### config.mk
export PLATFORM = sky130hd
export DESIGN_NAME = p2s_tx_flat
export DESIGN_NICKNAME = d
export VERILOG_FILES = /design/src/rtl/p2s_tx_if.sv /design/src/rtl/p2s_tx.sv /design/src/flat_wrapper.sv
export SDC_FILE = /design/constraint.sdc
export NUM_CORES = 1
export LEC_CHECK = 0
export CORE_ASPECT_RATIO = 1.4
export CORE_MARGIN = 2
export CORE_UTILIZATION = 35
export CTS_CLUSTER_SIZE = 20
export DETAILED_ROUTE_END_ITERATION = 7
export SYNTH_ARGS = -nofsm -noshare
export SYNTH_HDL_FRONTEND = slang
export SYNTH_SLANG_ARGS = --single-unit
### constraint.sdc
create_clock -name clk -period 2.15 [get_ports clk]
set_input_delay 0.43 -clock clk [delete_from_list [all_inputs] [get_ports clk]]
set_output_delay 0.43 -clock clk [all_outputs]
set_load 0.03 [all_outputs]
### src/rtl/p2s_tx_if.sv
// Parallel word handshake and serial line bundle for p2s_tx.
// The master side is the word source/line monitor; the slave side is the transmitter.
interface p2s_tx_if #(
  parameter int WIDTH = 10
);
  logic [WIDTH-1:0] din;
  logic             din_valid;
  logic             din_ready;
  logic             dout;
  logic             sof;
  logic             busy;

  modport master (
    output din, din_valid,
    input  din_ready, dout, sof, busy
  );

  modport slave (
    input  din, din_valid,
    output din_ready, dout, sof, busy
  );
endinterface

### src/rtl/p2s_tx.sv
// Parallel-to-serial transmitter with a one-word holding register, LSB first by default.
// Define P2S_MSB_FIRST_EN to send each word MSB first instead.
module p2s_tx #(
  parameter int WIDTH = 10
) (
  input  logic     clk,
  input  logic     rst_n,
  p2s_tx_if.slave  bus
);

  localparam int            CW   = $clog2(WIDTH);
  localparam logic [CW-1:0] LAST = CW'(WIDTH - 1);

  typedef enum logic {IDLE, SHIFT} state_t;

  state_t           state_q, state_d;
  logic [CW-1:0]    cnt_q, cnt_d;
  logic             hold_vld_q, hold_vld_d;
  logic             dout_q, dout_d;
  logic             sof_q, sof_d;
  logic             busy_q, busy_d;
  logic [WIDTH-1:0] hold_q;
  logic [WIDTH-1:0] sh_q, sh_d;
  logic             accept;
  logic             load;
  logic             first_bit;
  logic             next_bit;
  logic [WIDTH-1:0] sh_next;

  assign bus.din_ready = !hold_vld_q;
  assign bus.dout      = dout_q;
  assign bus.sof       = sof_q;
  assign bus.busy      = busy_q;

  // No same-edge refill: a full hold blocks acceptance even on its drain edge.
  assign accept = bus.din_valid && !hold_vld_q;

`ifdef P2S_MSB_FIRST_EN
  assign first_bit = hold_q[WIDTH-1];
  assign next_bit  = sh_q[WIDTH-2];
  assign sh_next   = {sh_q[WIDTH-2:0], 1'b0};
`else
  assign first_bit = hold_q[0];
  assign next_bit  = sh_q[1];
  assign sh_next   = {1'b0, sh_q[WIDTH-1:1]};
`endif

  always_comb begin
    state_d    = state_q;
    cnt_d      = cnt_q;
    hold_vld_d = hold_vld_q;
    sh_d       = sh_q;
    dout_d     = 1'b0;
    sof_d      = 1'b0;
    busy_d     = 1'b0;
    load       = 1'b0;

    if (accept) begin
      hold_vld_d = 1'b1;
    end

    unique case (state_q)
      IDLE: begin
        load = hold_vld_q;
      end
      SHIFT: begin
        if (cnt_q != LAST) begin
          cnt_d  = cnt_q + 1'b1;
          sh_d   = sh_next;
          dout_d = next_bit;
          busy_d = 1'b1;
        end else if (hold_vld_q) begin
          load = 1'b1;
        end else begin
          state_d = IDLE;
        end
      end
    endcase

    // Reload from hold is identical from IDLE and at the last bit, so frames abut.
    if (load) begin
      state_d    = SHIFT;
      sh_d       = hold_q;
      dout_d     = first_bit;
      sof_d      = 1'b1;
      busy_d     = 1'b1;
      cnt_d      = '0;
      hold_vld_d = 1'b0;
    end
  end

  always_ff @(posedge clk or negedge rst_n) begin
    if (!rst_n) begin
      state_q    <= IDLE;
      cnt_q      <= '0;
      hold_vld_q <= 1'b0;
      dout_q     <= 1'b0;
      sof_q      <= 1'b0;
      busy_q     <= 1'b0;
    end else begin
      state_q    <= state_d;
      cnt_q      <= cnt_d;
      hold_vld_q <= hold_vld_d;
      dout_q     <= dout_d;
      sof_q      <= sof_d;
      busy_q     <= busy_d;
    end
  end

  // Word payloads need no reset; hold_vld and state qualify them.
  always_ff @(posedge clk) begin
    if (accept) begin
      hold_q <= bus.din;
    end
    sh_q <= sh_d;
  end

endmodule

### src/flat_wrapper.sv
// flat-port wrapper written by rule: the top's interface ports become plain ports
module p2s_tx_flat 
#(
  parameter int WIDTH = 10
)
  (clk, rst_n, bus_din, bus_din_valid, bus_din_ready, bus_dout, bus_sof, bus_busy);
  p2s_tx_if #(.WIDTH(WIDTH)) bus_i ();
  input  logic clk;
  input  logic rst_n;
  input wire logic [$bits(bus_i.din)-1:0] bus_din;
  input wire logic [$bits(bus_i.din_valid)-1:0] bus_din_valid;
  output wire logic [$bits(bus_i.din_ready)-1:0] bus_din_ready;
  output wire logic [$bits(bus_i.dout)-1:0] bus_dout;
  output wire logic [$bits(bus_i.sof)-1:0] bus_sof;
  output wire logic [$bits(bus_i.busy)-1:0] bus_busy;
  assign bus_i.din = bus_din;
  assign bus_i.din_valid = bus_din_valid;
  assign bus_din_ready = bus_i.din_ready;
  assign bus_dout = bus_i.dout;
  assign bus_sof = bus_i.sof;
  assign bus_busy = bus_i.busy;
  p2s_tx #(.WIDTH(WIDTH)) u_core (.clk(clk), .rst_n(rst_n), .bus(bus_i));
endmodule
==> results of run 1 <==
==> worst paths after layout <==
| path | to | slack (ns) | depth (start not counted) |
|---|---|---|---|
| min in group clk | u_core.bus.dout | 0.52 | 2 |
| worst max-delay path | bus_din_ready | 0.15 | 2 |
| max in group asynchronous | u_core.cnt_q[1] | 1.42 | 1 |
| worst min register to register | u_core.bus.dout | 0.52 | 2 |
| worst min-delay path | u_core.bus.dout | 0.45 | 1 |
| worst max register to register | u_core.sh_q[2] | 0.40 | 5 |
==> critical path, stage by stage (launching register included) <==
cell and delay [ns]:
dfrtp_1 0.45, inv_2 0.17, clkdlybuf4s50_1 0.69
==> stage by stage <==
stage | setup slack (ns) | power [W]
6_report | 0.1468 | 0.001869
3_3_place_gp | 0.4382 | 0.001471
2_1_floorplan | 0.1699 | 0.001306
5_1_grt | 0.08128 | 0.002000
4_1_cts | 0.1298 | 0.001901
3_5_place_dp | 0.3700 | 0.001493
==> metal layers <==
layer,track usage (%),vias up,wire length [um]
met5,0,-,0
met4,4.386,0,13
met3,2.532,2,85
met2,16.81,19,833
met1,12.22,297,635
li1,-,296,-
==> cells in the final DEF, fill, tap and decap left out, types with 2 or more instances in the layout <==
master / netlist / layout
nand2_1: 4 / 4
nand3_1: 2 / 2
inv_1: 2 / 2
edfxtp_1: 19 / 19
clkbuf_8: 0 / 3
buf_4: 0 / 2
o21ai_0: 5 / 5
nor2_1: 2 / 2
clkdlybuf4s50_1: 0 / 16
dfrtp_1: 9 / 9
ha_1: 2 / 2
mux2_2: 8 / 8
==> kinds of logic (layout without fill, tap and decap cells) <==
| group | after synthesis | in the layout | synth area share [%] |
|---|---|---|---|
| DFF | 28 | 28 | 71.46 |
| and+or+nand+nor | 13 | 13 | 7.304 |
| AOI/OAI and AO/OA | 12 | 12 | 7.753 |
| muxes | 9 | 9 | 8.989 |
| buffers and inverters | 4 | 25 | 1.460 |
| adders and majority gates | 2 | 2 | 2.247 |
| xor gates and xnor gates | 1 | 1 | 0.7867 |
==> final cells by class <==
class,instances,area share (%)
multi-input cells,37,21.48
flip-flops and latches,28,56.68
well taps,39,3.476
clock buffers,3,2.941
clock inverters,1,2.139
inverters,3,0.8021
repair buffers,18,12.48
==> registers in the layout (all words and copies together), names as in the netlist <==
register / flops
u_core.hold_q: 10
u_core.sh_q: 9
u_core.cnt_q: 4
u_core.bus.busy: 1
u_core.bus.dout: 1
u_core.bus.sof: 1
u_core.hold_vld_q: 1
u_core.state_q: 1
==> power by group <==
group / switching [W] / internal (W) / total (W)
Combinational: 0.000277 / 0.000295 / 0.000572
Sequential: 0.000109 / 0.000787 / 0.000895
Clock: 0.000153 / 0.000249 / 0.000402
==> impl_metrics.env, run 1 <==
export IMPL_power_leakage_nw=0.5618
export IMPL_hold_viol=0
export IMPL_clockRootBuffer="clkbuf_8"
export IMPL_yosysWarnings=0
export IMPL_ys_flop_type="edfxtp_1"
export IMPL_synthTopCellsByCount="edfxtp_1, dfrtp_1, mux2_2"
export IMPL_max_freq_mhz=499.2
export IMPL_ys_ff_latch=28
export IMPL_setup_violations=0
export IMPL_status="finished, final reports clean"
export IMPL_wl_per_cell_um=12.16
export IMPL_grt_overflow_total=0
export IMPL_nets=106
export IMPL_synth_edf_count=19
export IMPL_post_synth_num_cell_types=25
export IMPL_grt_pass1_wl_mm=2.711
export IMPL_port_buffers=16
export IMPL_period_needed_ns=2.003
export IMPL_crit_path_max_fanout=8
export IMPL_grt_max_degree=17
export IMPL_fill_cells=303
export IMPL_final_core_util_pct=45.83
export IMPL_numClockSinks=28
export IMPL_slew_headroom_pct=72.74
export IMPL_vdd_drop_max_v=0.0005885
export IMPL_cts_hold_buffers_added=0
export IMPL_cp_end_kind="output port"
export IMPL_finalNonFillerCells=129
export IMPL_grt_setup_unrepaired="no"
export IMPL_grt_use_total_pct=10.10
export IMPL_yosysSeqAreaShare_pct=71.46
export IMPL_cp_start_kind="flop"
export IMPL_ctsResizeCount=0
export IMPL_dp_cells=125
export IMPL_antenna_cells=0
export IMPL_fin_area_sq_um=1404
export IMPL_crit_start="u_core.hold_vld_q"
export IMPL_seq_area_sq_um=795.8
export IMPL_routed_via_density=4.760
export IMPL_io_pin_count=17
export IMPL_arrival_ns=1.57
export IMPL_dpl_cell_area_sq_um=1333
export IMPL_vias=614
export IMPL_syn_cell_area_sq_um=1114
export IMPL_first_iter_violations=21
export IMPL_gp_congestion=0.7512
export IMPL_maxCapViolCount=0
export IMPL_postRouteAntennaNets=0
export IMPL_r2r_start="u_core.cnt_q[1]"
export IMPL_path_clk_slew_ns=0.09
export IMPL_layout_drive_gt1_share_pct=22.22
export IMPL_totalWireLength_mm=1.568
export IMPL_crit_type="flop to output port"
export IMPL_fp_dieH_um=70.74
export IMPL_antenna_found_initial=0
export IMPL_cts_htree_levels=1
export IMPL_yosysTopAreaCellShare_pct=51.24
export IMPL_cts_buffer_depth=2
export IMPL_cts_setup_buffers=0
export IMPL_required_ns=1.72
export IMPL_final_max_slew_violation_count=0
export IMPL_first_pass_iters=4
export IMPL_clk_latency_ns=0.27
export IMPL_skew_ns=0.002028
export IMPL_syn_to_final_growth_pct=26.07
export IMPL_synth_nets=84
export IMPL_cts_tree="built"
export IMPL_initial_utilization_pct=36.36
export IMPL_rows=24
export IMPL_setup_tns_ns=0
export IMPL_finalCritPeriodShare_pct=93.17
export IMPL_postSynthAreaPerCell_sq_um=16.14
export IMPL_place_hpwl_mm=1.178
export IMPL_yosysTopAreaCell="edfxtp_1"
export IMPL_pwr_density_cell_nw_per_um2=1331
export IMPL_cts_made_buffers=3
export IMPL_synthArstFlopShare_pct=32.14
export IMPL_multi_input_area_sq_um=301.5
export IMPL_whs_ns=0.4506
export IMPL_chipWidth_um=51.67
export IMPL_drc=0
export IMPL_die_area_sq_um=3655
export IMPL_worstMarginPinSlew_ns=0.4076
export IMPL_hold_path_class="input port to async pin"
export IMPL_synth_area_leaders="edfxtp_1, dfrtp_1, mux2_2"
export IMPL_synth_most_common_cell="edfxtp_1"
export IMPL_coreArea_sq_um=3063
export IMPL_synth_cells=69
export IMPL_grt_pass1_vias=620
Power figures use the tool's default switching activity.
==> inputs of run 2 (changes only) <==
- CELL_PAD_IN_SITES_DETAIL_PLACEMENT: default -> 1
- CELL_PAD_IN_SITES_GLOBAL_PLACEMENT: default -> 1
- CORE_UTILIZATION: 35 -> 40
- PLACE_DENSITY_LB_ADDON: default -> 0.1
- clock period: 2.15 -> 2.2 ns (I/O delays scaled with it)
==> impl_metrics.env, run 2 (synthesis results as in run 1) <==
export IMPL_status="finished, final reports clean"
export IMPL_crit_type="flop to output port"
export IMPL_die_area_sq_um=3228
export IMPL_skew_ns=0.006228
export IMPL_critPathSlowestCell="clkdlybuf4s50_1"
export IMPL_required_ns=1.76
export IMPL_numClockSinks=28
export IMPL_antenna_found_initial=0
export IMPL_vias=615
export IMPL_grt_pass1_wl_mm=3.084
export IMPL_cts_tree="built"
export IMPL_r2r_slack_ns=0.40
export IMPL_totalWireLength_mm=1.744
export IMPL_wl_per_cell_um=13.84
export IMPL_reg2regPathDepth=5
export IMPL_r2r_end="u_core.sh_q[1]"
export IMPL_slew_headroom_pct=72.21
export IMPL_final_common_cell="edfxtp_1"
export IMPL_cp_start_kind="flop"
export IMPL_cts_setup_buffers=0
export IMPL_first_pass_iters=2
export IMPL_syn_to_final_growth_pct=22.58
export IMPL_use_met2_pct=24.83
export IMPL_grt_use_total_pct=12.78
export IMPL_port_buffers=16
export IMPL_power_leakage_nw=0.5471
export IMPL_setup_violations=0
export IMPL_fp_dieH_um=66.43
export IMPL_grt_pass1_vias=673
export IMPL_nets=106
export IMPL_finalCritPeriodShare_pct=94.12
export IMPL_hold_path_class="input port to async pin"
export IMPL_drc=0
export IMPL_antenna_cells=0
export IMPL_cp_end_kind="output port"
export IMPL_path_cells="inv_2 > clkdlybuf4s50_1"
export IMPL_rows=22
export IMPL_crit_path_max_fanout=8
export IMPL_max_freq_mhz=482.9
export IMPL_coreArea_sq_um=2643
export IMPL_cts_htree_levels=1
export IMPL_use_met3_pct=2.941
export IMPL_use_met1_pct=13.93
export IMPL_max_stage_delay_ns=0.70
export IMPL_ctsResizeCount=0
export IMPL_arrival_ns=1.63
export IMPL_gp_congestion=0.7297
export IMPL_clockRootBuffer="clkbuf_4"
export IMPL_final_max_slew_violation_count=0
export IMPL_worstMarginPinSlew_ns=0.4156
export IMPL_postRouteAntennaNets=0
export IMPL_period_needed_ns=2.071
export IMPL_vdd_drop_max_v=0.0005365
export IMPL_maxCapViolCount=0
export IMPL_total_power_w=0.001700
export IMPL_pwr_density_cell_nw_per_um2=1246
export IMPL_largest_register_ffs=10
export IMPL_chipWidth_um=48.59
export IMPL_io_pin_count=17
export IMPL_routed_via_density=4.881
export IMPL_place_hpwl_mm=1.362
export IMPL_cts_buffer_depth=2
export IMPL_crit_start="u_core.hold_vld_q"
export IMPL_grt_overflow_total=0
export IMPL_top_regs="u_core.hold_q (10), u_core.sh_q (9), u_core.cnt_q (4)"
export IMPL_first_iter_violations=16
export IMPL_cp_num_buf_inv=2
export IMPL_crit_cells=2
export IMPL_cts_hold_buffers_added=0
export IMPL_final_cell_mix="edfxtp_1, clkdlybuf4s50_1, dfrtp_1, mux2_2, o21ai_0"
export IMPL_grt_setup_unrepaired="no"
export IMPL_setup_tns_ns=0
export IMPL_path_clk_slew_ns=0.14
export IMPL_grt_max_degree=16
export IMPL_endpoint="bus_din_ready"
export IMPL_crit_family="buffers and inverters"
export IMPL_cts_made_buffers=3
export IMPL_r2r_start="u_core.cnt_q[1]"
export IMPL_clk_latency_ns=0.32
export IMPL_top_register="u_core.hold_q"
export IMPL_initial_utilization_pct=42.14
export IMPL_layout_drive_gt1_share_pct=22.22
export IMPL_top_usage_layer="met2"
export IMPL_hold_viol=0
[run 2: cell count changes in the layout (fill, tap and decap cells not counted), sizes merged]
cell / change
bufinv: -1
clkbuf: +1
[run 2: cell type report]
cell class	count	area, sq um
sequential	28	795.8
fill	283	1277
clock buffer	4	36.28
timing repair buffer	18	175.2
tap	36	45.04
multi-input combinational	37	301.5
inverter	3	11.26
[run 2: worst register-to-register path, cell delays in order (launching register included)]
cell and delay [ns]:
dfrtp_1 0.44, inv_1 0.07, ha_1 0.24, nand3b_4 0.12, a21oi_4 0.32, mux2_2 0.38
[run 2: where the power goes]
part / internal [W] / switching (W) / total [W] / leakage [nW]
sequential: 0.000767 / 0.000106 / 0.000873 / 0.299
clock: 0.000101 / 0.000141 / 0.000243 / 0.0210
combinational: 0.000290 / 0.000295 / 0.000585 / 0.227
[run 2: worst min path at each step]
| stage | cells past startpoint | endpoint | startpoint | slack, ns |
|---|---|---|---|---|
| floorplan | 0 | u_core.bus.busy | rst_n | 0.14 |
| global placement | 2 | u_core.bus.dout | u_core.sh_q[1] | 0.50 |
| detailed placement | 1 | u_core.sh_q[9] | u_core.hold_q[9] | 0.53 |
| CTS | 1 | u_core.cnt_q[3] | rst_n | 0.41 |
| global route | 1 | u_core.bus.busy | rst_n | 0.43 |
| finish | 1 | u_core.bus.sof | rst_n | 0.40 |
[run 2: routing by layer]
| metal | part of all wire (%) | vias to the layer above |
|---|---|---|
| li1 | - | 294 |
| met1 | 37 | 312 |
| met2 | 59 | 9 |
| met3 | 3.3 | 0 |
| met4 | 0 | 0 |
| met5 | 0 | - |
[run 2: metrics by stage]
step	instance area (sq um)	setup slack, ns	hold slack [ns]	instances	util [%]
detailed placement	1329	0.3829	0.5315	122	50.28
global route	1365	0.07199	0.4291	126	51.66
floorplan	1114	0.2199	0.1444	69	-
CTS	1365	0.1138	0.4143	126	51.66
global placement	1329	0.4396	0.4971	122	50.28
finish	1365	0.1294	0.3985	126	51.66
==> inputs of run 3 (changes only) <==
- CORE_UTILIZATION: 40 -> 43
==> impl_metrics.env, run 3 (synthesis results as in run 1) <==
export IMPL_nets=106
export IMPL_final_common_cell="edfxtp_1"
export IMPL_final_core_util_pct=55.95
export IMPL_seq_area_sq_um=795.8
export IMPL_drc=0
export IMPL_vdd_drop_max_v=0.0005790
export IMPL_whs_ns=0.4006
export IMPL_required_ns=1.76
export IMPL_cp_end_kind="output port"
export IMPL_period_needed_ns=2.071
export IMPL_largest_register_ffs=10
export IMPL_syn_to_final_growth_pct=21.46
export IMPL_first_pass_iters=4
export IMPL_grt_setup_unrepaired="no"
export IMPL_gp_congestion=0.7508
export IMPL_cts_hold_buffers_added=0
export IMPL_arrival_ns=1.63
export IMPL_r2r_start="u_core.cnt_q[1]"
export IMPL_reg2regPathDepth=5
export IMPL_io_pin_count=17
export IMPL_power_leakage_nw=0.5415
export IMPL_grt_pass1_wl_mm=3.180
export IMPL_chipWidth_um=47.01
export IMPL_initial_utilization_pct=46.07
export IMPL_finalCritPeriodShare_pct=94.16
export IMPL_max_freq_mhz=482.8
export IMPL_pwr_density_cell_nw_per_um2=1223
export IMPL_vias=619
export IMPL_path_clk_slew_ns=0.14
export IMPL_cts_tree="built"
export IMPL_grt_max_degree=16
export IMPL_clk_latency_ns=0.31
export IMPL_top_register="u_core.hold_q"
export IMPL_grt_overflow_total=0
export IMPL_setup_tns_ns=0
export IMPL_ctsResizeCount=0
export IMPL_slew_headroom_pct=72.44
export IMPL_cp_start_kind="flop"
export IMPL_numClockSinks=28
export IMPL_wl_per_cell_um=14.76
export IMPL_status="finished, final reports clean"
export IMPL_layout_drive_gt1_share_pct=21.11
export IMPL_fp_dieH_um=64.22
export IMPL_top_regs="u_core.hold_q (10), u_core.sh_q (9), u_core.cnt_q (4)"
export IMPL_r2r_end="u_core.sh_q[4]"
export IMPL_postRouteAntennaNets=0
export IMPL_coreArea_sq_um=2417
export IMPL_dp_cells=120
export IMPL_maxCapViolCount=0
export IMPL_clockRootBuffer="clkbuf_4"
export IMPL_final_max_slew_violation_count=0
export IMPL_routed_via_density=4.992
export IMPL_r2r_slack_ns=0.43
export IMPL_cts_htree_levels=1
export IMPL_setup_violations=0
export IMPL_hold_path_class="input port to async pin"
export IMPL_hold_viol=0
export IMPL_multi_input_area_sq_um=301.5
export IMPL_port_buffers=16
export IMPL_grt_pass1_vias=680
export IMPL_cts_buffer_depth=2
export IMPL_finalNonFillerCells=124
export IMPL_place_hpwl_mm=1.395
export IMPL_fill_cells=248
export IMPL_grt_use_total_pct=15.22
export IMPL_skew_ns=0.002010
export IMPL_cts_setup_buffers=0
export IMPL_crit_type="flop to output port"
export IMPL_rows=21
export IMPL_antenna_found_initial=0
export IMPL_cts_made_buffers=3
export IMPL_first_iter_violations=7
export IMPL_crit_path_max_fanout=8
export IMPL_die_area_sq_um=3019
export IMPL_antenna_cells=0
export IMPL_final_cell_mix="edfxtp_1, clkdlybuf4s50_1, dfrtp_1, mux2_2, o21ai_0"
export IMPL_totalWireLength_mm=1.830
export IMPL_worstMarginPinSlew_ns=0.4121
## run 3: changes by cell type in the layout (fill, tap and decap cells not counted), sizes merged
cell    before  now
clkbuf       4    3
clkinv       0    1
## run 3: area by class of cell
type | count | area share, %
Sequential cell | 28 | 58.83
Multi-Input combinational cell | 37 | 22.29
Timing Repair Buffer | 18 | 12.95
Tap cell | 34 | 3.145
Clock buffer | 3 | 1.665
Inverter | 3 | 0.8326
Clock inverter | 1 | 0.2775
## run 3: per-stage QoR
stage	total power (W)	worst slack [ns]	area, sq um
6_report	0.001655	0.1285	1353
5_1_grt	0.001782	0.04228	1353
4_1_cts	0.001688	0.09719	1353
3_5_place_dp	0.001478	0.4278	1326
3_3_place_gp	0.001450	0.4606	1326
2_1_floorplan	0.001276	0.2199	1114
## run 3: metal layers
metal | wire length [um] | track usage (%)
met1 | 763 | 19.03
met4 | 20 | 7.292
met5 | 0 | 0
met3 | 59 | 1.695
met2 | 986 | 25.00
## run 3: power breakdown
group	switching, W	internal [W]
Sequential	0.000109	0.000768
Clock	0.000139	0.0000664
Combinational	0.000284	0.000288
Total	0.000532	0.00112
## run 3: how the worst max path moves through the flow
stage,from,endpoint,slack (ns),depth (start not counted)
after global placement,u_core.cnt_q[1],u_core.sh_q[8],0.46,5
after floorplan,u_core.cnt_q[0],u_core.sh_q[1],0.22,3
final,u_core.hold_vld_q,bus_din_ready,0.13,2
after CTS,u_core.hold_vld_q,bus_din_ready,0.1,2
after global routing,u_core.hold_vld_q,bus_din_ready,0.04,2
after detailed placement,u_core.cnt_q[1],u_core.sh_q[6],0.43,5
## run 3: critical path, cell delays in order (launching register included)
cell and delay [ns]:
dfrtp_1 0.46, inv_2 0.16, clkdlybuf4s50_1 0.69
